--- config.mk ---
export PLATFORM = sky130hd
export DESIGN_NAME = regfile_wb_arbiter
export DESIGN_NICKNAME = d
export VERILOG_FILES = /design/src/rtl/regfile_wb_arbiter.sv
export SDC_FILE = /design/constraint.sdc
export NUM_CORES = 1
export LEC_CHECK = 0
export CAP_MARGIN = 20
export CORE_MARGIN = 2
export CORE_UTILIZATION = 35
export CTS_CLUSTER_DIAMETER = 200
export DETAILED_ROUTE_END_ITERATION = 10
export PLACE_DENSITY = 0.72
export RECOVER_POWER = 25
export SYNTH_ARGS = -nofsm -noshare
export SYNTH_HDL_FRONTEND = slang
export SYNTH_SLANG_ARGS = --single-unit
export TNS_END_PERCENT = 10
--- constraint.sdc ---
create_clock -name clk_i -period 4.8 [get_ports clk_i]
set_clock_uncertainty 0.1 [all_clocks]
set_input_delay 0.72 -clock clk_i [delete_from_list [all_inputs] [get_ports clk_i]]
set_output_delay 0.72 -clock clk_i [all_outputs]
set_load 0.02 [all_outputs]
--- src/rtl/regfile_wb_arbiter.sv ---
// Round-robin arbiter sharing the single register-file write port between NREQ writeback sources.
// Registered write-port outputs; x0 writes are accepted but never raise rd_we_o.
module regfile_wb_arbiter #(
    parameter int NREQ = 3,
    parameter int XLEN = 32,
    parameter int IDW  = $clog2(NREQ)
) (
    input  logic                 clk_i,
    input  logic                 rst_ni,
    input  logic [NREQ-1:0]      req_valid_i,
    output logic [NREQ-1:0]      req_ready_o,
    input  logic [NREQ*5-1:0]    req_rd_a_i,
    input  logic [NREQ*XLEN-1:0] req_rd_d_i,
    input  logic                 stall_i,
    output logic                 rd_we_o,
    output logic [4:0]           rd_a_o,
    output logic [XLEN-1:0]      rd_d_o,
    output logic [IDW-1:0]       grant_id_o
);

    logic [IDW-1:0]  rr_ptr;
    logic            gnt_valid;
    logic [IDW-1:0]  gnt_idx;
    logic [4:0]      gnt_a;
    logic [XLEN-1:0] gnt_d;

    function automatic int wrap_idx(input int base, input int off);
        int sum;
        sum = base + off;
        return (sum >= NREQ) ? sum - NREQ : sum;
    endfunction

    // Search starts just after the last winner, so the last winner is lowest priority.
    always_comb begin
        // NOTE: every signal driven here gets a default first, so no path can infer a latch.
        req_ready_o = '0;
        gnt_valid   = 1'b0;
        gnt_idx     = '0;
        gnt_a       = '0;
        gnt_d       = '0;
        if (rst_ni && !stall_i) begin
            for (int k = 1; k <= NREQ; k++) begin
                if (!gnt_valid && req_valid_i[wrap_idx(int'(rr_ptr), k)]) begin
                    gnt_valid = 1'b1;
                    gnt_idx   = IDW'(wrap_idx(int'(rr_ptr), k));
                    gnt_a     = req_rd_a_i[5*wrap_idx(int'(rr_ptr), k) +: 5];
                    gnt_d     = req_rd_d_i[XLEN*wrap_idx(int'(rr_ptr), k) +: XLEN];
                end
            end
            if (gnt_valid) begin
                req_ready_o[gnt_idx] = 1'b1;
            end
        end
    end

    always_ff @(posedge clk_i or negedge rst_ni) begin
        if (!rst_ni) begin
            rr_ptr     <= IDW'(NREQ - 1);
            rd_we_o    <= 1'b0;
            rd_a_o     <= '0;
            rd_d_o     <= '0;
            grant_id_o <= '0;
        end else begin
            // NOTE: sequential state uses non-blocking assignments so all registers update together.
            rd_we_o <= gnt_valid && (gnt_a != 5'd0);
            if (gnt_valid) begin
                rr_ptr     <= gnt_idx;
                rd_a_o     <= gnt_a;
                rd_d_o     <= gnt_d;
                grant_id_o <= gnt_idx;
            end
        end
    end

endmodule

### Word-level counts from Yosys, hierarchy flattened

Cells that the tools add are included.

| word-level totals | value |
|---|---|
| flip-flop bits (word level) | 42 |
| input bits | 117 |
| output and inout port bits | 43 |
| logic and storage cells | 73 |

| cells by class | value |
|---|---|
| add/sub/neg operators | 6 |
| $mul | 3 |
| $lt $le $gt $ge | 8 |
| shift-type cells | 6 |
| mux-type cells | 36 |
| reduce and logical (&&, ||, !) cells | 9 |

Operators with widths:

| cell | number |
|---|---|
| indexed part select 96 x 32 -> 32 bit | 3 |
| two-way mux 32 bit | 7 |
| less-than comparator 32 x 4 -> 1 bit (second input constant) | 3 |
| multiplier 4 x 32 -> 32 bit (first input constant) | 3 |
| indexed part select 15 x 32 -> 5 bit | 3 |
| two-way mux 5 bit | 4 |
| two-way mux 1 bit | 14 |
| subtractor 3 x 2 -> 4 bit (second input constant) | 3 |
| two-way mux 2 bit | 5 |
| greater-or-equal comparator 3 x 2 -> 1 bit (second input constant) | 3 |
| adder 2 x 2 -> 3 bit (second input constant) | 2 |
| binary-select mux 1 bit (select 2 bit) | 3 |
| two-way mux 3 bit | 2 |
| logical AND 1 bit | 5 |
| nonzero test 5 bit | 1 |
| adder 2 x 1 -> 3 bit (second input constant) | 1 |
| logical NOT 1 bit | 3 |
| less-than comparator 2 x 3 -> 1 bit (second input constant) | 1 |
| demux 1 bit (select 2 bit) | 1 |
| greater-or-equal comparator 2 x 1 -> 1 bit (second input constant) | 1 |

### Logic depth before layout (Yosys ltp)

| logic depth | value |
|---|---|
| depth after elaboration | 22 |
| gate-level depth with buffers | 22 |

### Worst setup path after synthesis

OpenSTA, ideal clock, no wires.

| timing | value |
|---|---|
| path type | register to register |
| start | register rr_ptr[0] |
| end | register rd_we_o |
| arrival | 4357 ps |
| required time | 4566 ps |
| slack | 209 ps |
| stages on the path, launching flop included | 20 |
| buffers on the path | 9 |
| cell sequence | dfrtp_1 -> buf_2 -> buf_2 -> buf_2 -> inv_1 -> ha_1 -> buf_6 -> buf_2 -> buf_2 -> buf_2 -> buf_2 -> buf_2 -> nor4_1 -> ha_1 -> or3b_2 -> mux2i_1 -> a211oi_1 -> a221o_1 -> a32oi_1 -> nand4_1 |

| on the way | value |
|---|---|
| longest elaborated chain between the ends | 18 |

RTL lines:

| item | line | source |
|---|---|---|
| start: declaration | 21 | `logic [IDW-1:0] rr_ptr;` |
| start signal: assignment | 58 | `rr_ptr <= IDW'(NREQ - 1);` |
| start signal: assignment | 67 | `rr_ptr <= gnt_idx;` |
| parallel branches: the longest is 17 deep, another holds multiplier 4 x 32 -> 32 bit | -- |  |
| logical AND 1 bit * | 65 | `rd_we_o <= gnt_valid && (gnt_a != 5'd0);` |
| end signal: assignment | 65 |  |
| end: declaration | 15 | `output logic rd_we_o,` |

Mark *: on every way between the ends. The select of a mux whose other input is x is not followed.
A chain may end at the register's enable or synchronous reset.

### Worst setup path in the final report

| timing | value |
|---|---|
| start | register rr_ptr[1] |
| end | output port req_ready_o[2] |

| on the way | value |
|---|---|
| longest elaborated chain between the ends | 22 |

RTL lines:

| item | line | source |
|---|---|---|
| adder 2 x 1 -> 3 bit | 29 | `sum = base + off;` |
| subtractor 3 x 2 -> 4 bit or greater-or-equal comparator 3 x 2 -> 1 bit (tied branches) | 30 | `return (sum >= NREQ) ? sum - NREQ : sum;` |
| two-way mux 32 bit | -- |  |
| binary-select mux 1 bit (select 2 bit) | 43 | `if (!gnt_valid && req_valid_i[wrap_idx(int'(rr_ptr), k)]) begin` |
| two-way mux 1 bit (not written as such) (2 in a row) | 43 |  |
| two-way mux 1 bit | 43 |  |
| two-way mux 1 bit | 41 | `if (rst_ni && !stall_i) begin` |
| logical NOT 1 bit | 43 |  |
| [... 5 more ...] | -- |  |
| two-way mux 2 bit | 43 |  |
| two-way mux 2 bit | 41 |  |
| less-than comparator 2 x 3 -> 1 bit (not written as such) or greater-or-equal comparator 2 x 1 -> 1 bit (tied branches) | 51 | `req_ready_o[gnt_idx] = 1'b1;` |
| logical AND 1 bit (not written as such) | 51 |  |
| two-way mux 1 bit (not written as such) | 51 |  |
| demux 1 bit (select 2 bit) | 51 |  |
| two-way mux 3 bit * | 50 | `if (gnt_valid) begin` |
| two-way mux 3 bit * | 41 |  |
| end: declaration | 11 | `output logic [NREQ-1:0] req_ready_o,` |

Every way passes the cells marked *; elsewhere a longest branch is shown, timed or not. The select of a mux whose other input is x is not followed.

==> results by group <==
Status
  • Outcome: finished, violations left
  • Failing checks: capacitance limit, slew limit

Floorplanning
  • Die area: 16600 µm²
  • Die height: between 100 and 150 µm
  • Rows: 45
  • Initial Utilization: a little over a third
  • Core area: about 15000 µm²
  • Io pins: 160
  • Die Span X: around 130 µm

Clocking
  • Hold_buf cts: 0
  • Setup Buffers After CTS: 0
  • Clk Latency, worst-skew pair: 290 ps
  • Root buffer cell: clkbuf_16
  • CTS tree: yes
  • Total CTS buffers: 5
  • Post-CTS Resized: 0
  • Clock Sinks: about 40
  • CTS clk-pin slew, worst paths: around 70 ps
  • H-Tree Depth: 2
  • Max clock buf depth: 2

Placement
  • # port buffers: about 160
  • DP Area: around 7000 µm²
  • HPWL Detailed: about 13 mm
  • Placement Setup Slack: 398 ps
  • RePlAce Congestion: roughly 0.90

Yosys
  • Yosys cell types: ~60
  • Yosys warns: 0
  • Post-synth top area share: between 10% and 20%
  • Post-Synthesis Cells: 690
  • Largest area contributor in the netlist: dfrtp_1
  • Ys async rst share: 100%
  • Syn_area_per_cell: slightly below 8 µm²
  • Most frequent cell after synthesis: nand2_1
  • Ys flop type: dfrtp_1
  • Sequential fraction of the synthesis area: about a fifth
  • Synth cell count leaders: 114 x nand2_1, 95 x mux2i_1, 86 x o21ai_0, 49 x a221oi_1, 40 x dfrtp_1
  • Netlist Area Pre-Place: around 5500 µm²
  • Number of flops mapped to enable cells by yosys: 0
  • Synth top area cells: dfrtp_1 18%, mux2i_1 17%, o21ai_0 7.9%
  • Synth Register Bits: 41

Worst setup path
  • CP Max Fanout: 6
  • Reg2Reg Depth: 12
  • Crit path capture type: output pin
  • CP required: between 3000 and 4000 ps
  • FF-to-FF Start: rr_ptr[1]$_DFFE_PN1P_
  • Critical path startpoint category: flop
  • RR Endpoint: rd_we_o$_DFF_PN0_
  • Critical path type: reg2out
  • Worst EP arrival: 3690 ps
  • Reg2Reg Setup Slack: 680 ps

Global route
  • Vias in the first global route: 5647
  • First-pass GRT wire length: around 30 mm
  • Pin count of the biggest net entering global routing: 63
  • Gr ovfl total: 0
  • Tot GR Track Use: approximately 22%
  • Initial antenna violation count: 0

Finish
  • Final instance area: 7320 µm²
  • Fin util: 48.2%
  • Fin nets: about 940
  • Syn-to-layout area delta: 34.1%
  • N_diodes: 0
  • Share of cells above drive strength 1: 9.83%

Power and ir drop
  • Combinational power share: around four fifths
  • P per Cell Area: roughly 650 nW/µm²
  • Cell leakage power: around 2.8 nW
  • Maximum vdd drop: between 0.3 and 0.4 mV
  • Sw frac: between 50% and 60%
  • Part of the power in the clock network: 7.1%
  • Sw Pwr: between 0.002 and 0.0025 W
  • Flop pwr share: between 10% and 20%
  • P_int: 0.00230 W

Drt
  • Post-Route WL: around 19 mm
  • Wire length per cell: roughly 19 µm
  • Vias: between 6k and 7k
  • Post-DRT Antenna Nets: 0
  • Wl on met1: between 8 and 9 mm
  • Max layer used: met4
  • DR WL met3: 1.32 mm
  • Remaining DRCs: 0
  • DR iter-0 viols: 600
  • Metal2 WL: between 8 and 9 mm
  • DR pass1 iterations: 5
  • Vias/cell: 6.02

STA
  • Period utilization: a little over nine tenths
  • RSZ-0062 raised after global routing: false
  • F_max: about 220 MHz
  • Fin crit period: roughly 4500 ps
  • Worst Setup Slack, final: between 200 and 300 ps
  • Setup TNS Final: 0 ps
  • Slew margin rel.: -62.2%
  • Final Hold Fails: 0
  • Final setup fails: 0
  • Actual slew at the worst max-slew pin: between 2000 and 2500 ps
  • Slew Limit Fails: 42

Hold path
  • Hold depth: 2
  • Hold path startpoint: rd_d_o[9]$_DFFE_PN0P_
  • Worst Hold End: rd_d_o[9]$_DFFE_PN0P_
  • Hold Crit Class: reg2reg

Run
  • Max_cap viols: 1
[power by group through the flow]
stage	Clock [W]	Combinational, W	Sequential, W
detailed placement	0	0.00384	0.000592
CTS	0.000345	0.00384	0.000588
global route	0.000358	0.00417	0.000604
floorplan	0	0.00256	0.000744
global placement	0	0.00378	0.000591
finish	0.000337	0.00385	0.000584
[stage by stage]
step / cells / hold WS [ps] / total power, W
2_1_floorplan: 691 / 324 / 0.00330
3_3_place_gp: 994 / 363 / 0.00438
3_5_place_dp: 994 / 370 / 0.00443
4_1_cts: 1002 / 385 / 0.00477
5_1_grt: 1002 / 404 / 0.00513
6_report: 1002 / 377 / 0.00477
[kinds of logic (layout without fill, tap and decap cells)]
kind of cell               after synthesis  after routing  share of synthesized area [%]
DFF                                     41             41                           18.8
AOI/OAI and AO/OA                      218            218                           26.9
adders and majority gates               14             14                           3.48
buffers and inverters                   82            205                           6.83
and+or+nand+nor                        199            199                           16.0
muxes                                  131            131                           27.3
xor gates and xnor gates                 4              4                          0.642
other                                    1              2                         0.0687
[placed cells by master (no fill, tap or decap), types with 3 or more instances in the layout]
cell and count:
o2bb2ai_1 7, a22o_1 4, buf_4 23, a31oi_1 4, a221oi_1 49, inv_1 13, mux4_2 12, o31ai_1 17
mux2i_1 95, nor2_1 37, dfrtp_1 39, nor2b_1 3, nor3_1 4, a21oi_1 20, nand2b_1 5, clkdlybuf4s50_1 158
nand2_1 114, a22oi_1 3, clkbuf_16 5, mux2_2 23, ha_1 10, nand3_1 11, a21o_1 6, o21ai_0 86
and2_1 6, a211oi_1 4, nor3b_1 3
[registers in the layout, summed over array words and instances (netlist names)]
register and flops:
rd_d_o 32, grant_id_o 1, rd_we_o 1, rr_ptr 2, rd_a_o 5
[worst max-delay path: stages (launching register included)]
cell	delay, ps
dfstp_2	580
inv_1	130
ha_4	310
mux2_1	320
a222oi_1	550
and2_1	270
nand2_1	100
a311oi_2	440
clkdlybuf4s50_1	690
[how the worst max path moves through the flow]
stage,cells past startpoint,startpoint,slack (ps),to
3_5_place_dp,8,req_valid_i[1],400,req_ready_o[0]
5_1_grt,8,rr_ptr[1]$_DFFE_PN1P_,50,req_ready_o[2]
6_report,8,rr_ptr[1]$_DFFE_PN1P_,290,req_ready_o[2]
3_3_place_gp,8,req_valid_i[1],390,req_ready_o[0]
2_1_floorplan,19,rr_ptr[0]$_DFFE_PN0P_,210,rd_we_o$_DFF_PN0_
4_1_cts,9,rr_ptr[1]$_DFFE_PN1P_,310,req_ready_o[0]
[metal layers]
metal	global-route usage (%)	vias to the layer above
met1	29.7	2893
met4	7.23	0
li1	-	2834
met2	37.1	274
met5	0	-
met3	2.49	33
[final cells by class]
class	count	area, µm²
Fill cell	1485	7880
Clock buffer	5	125
Tap cell	188	235
Sequential cell	41	1030
Inverter	14	52.6
Timing Repair Buffer	183	1760
Multi-Input combinational cell	568	4100
Clock inverter	3	17.5
Note: power is estimated with default switching activity, not from simulation.
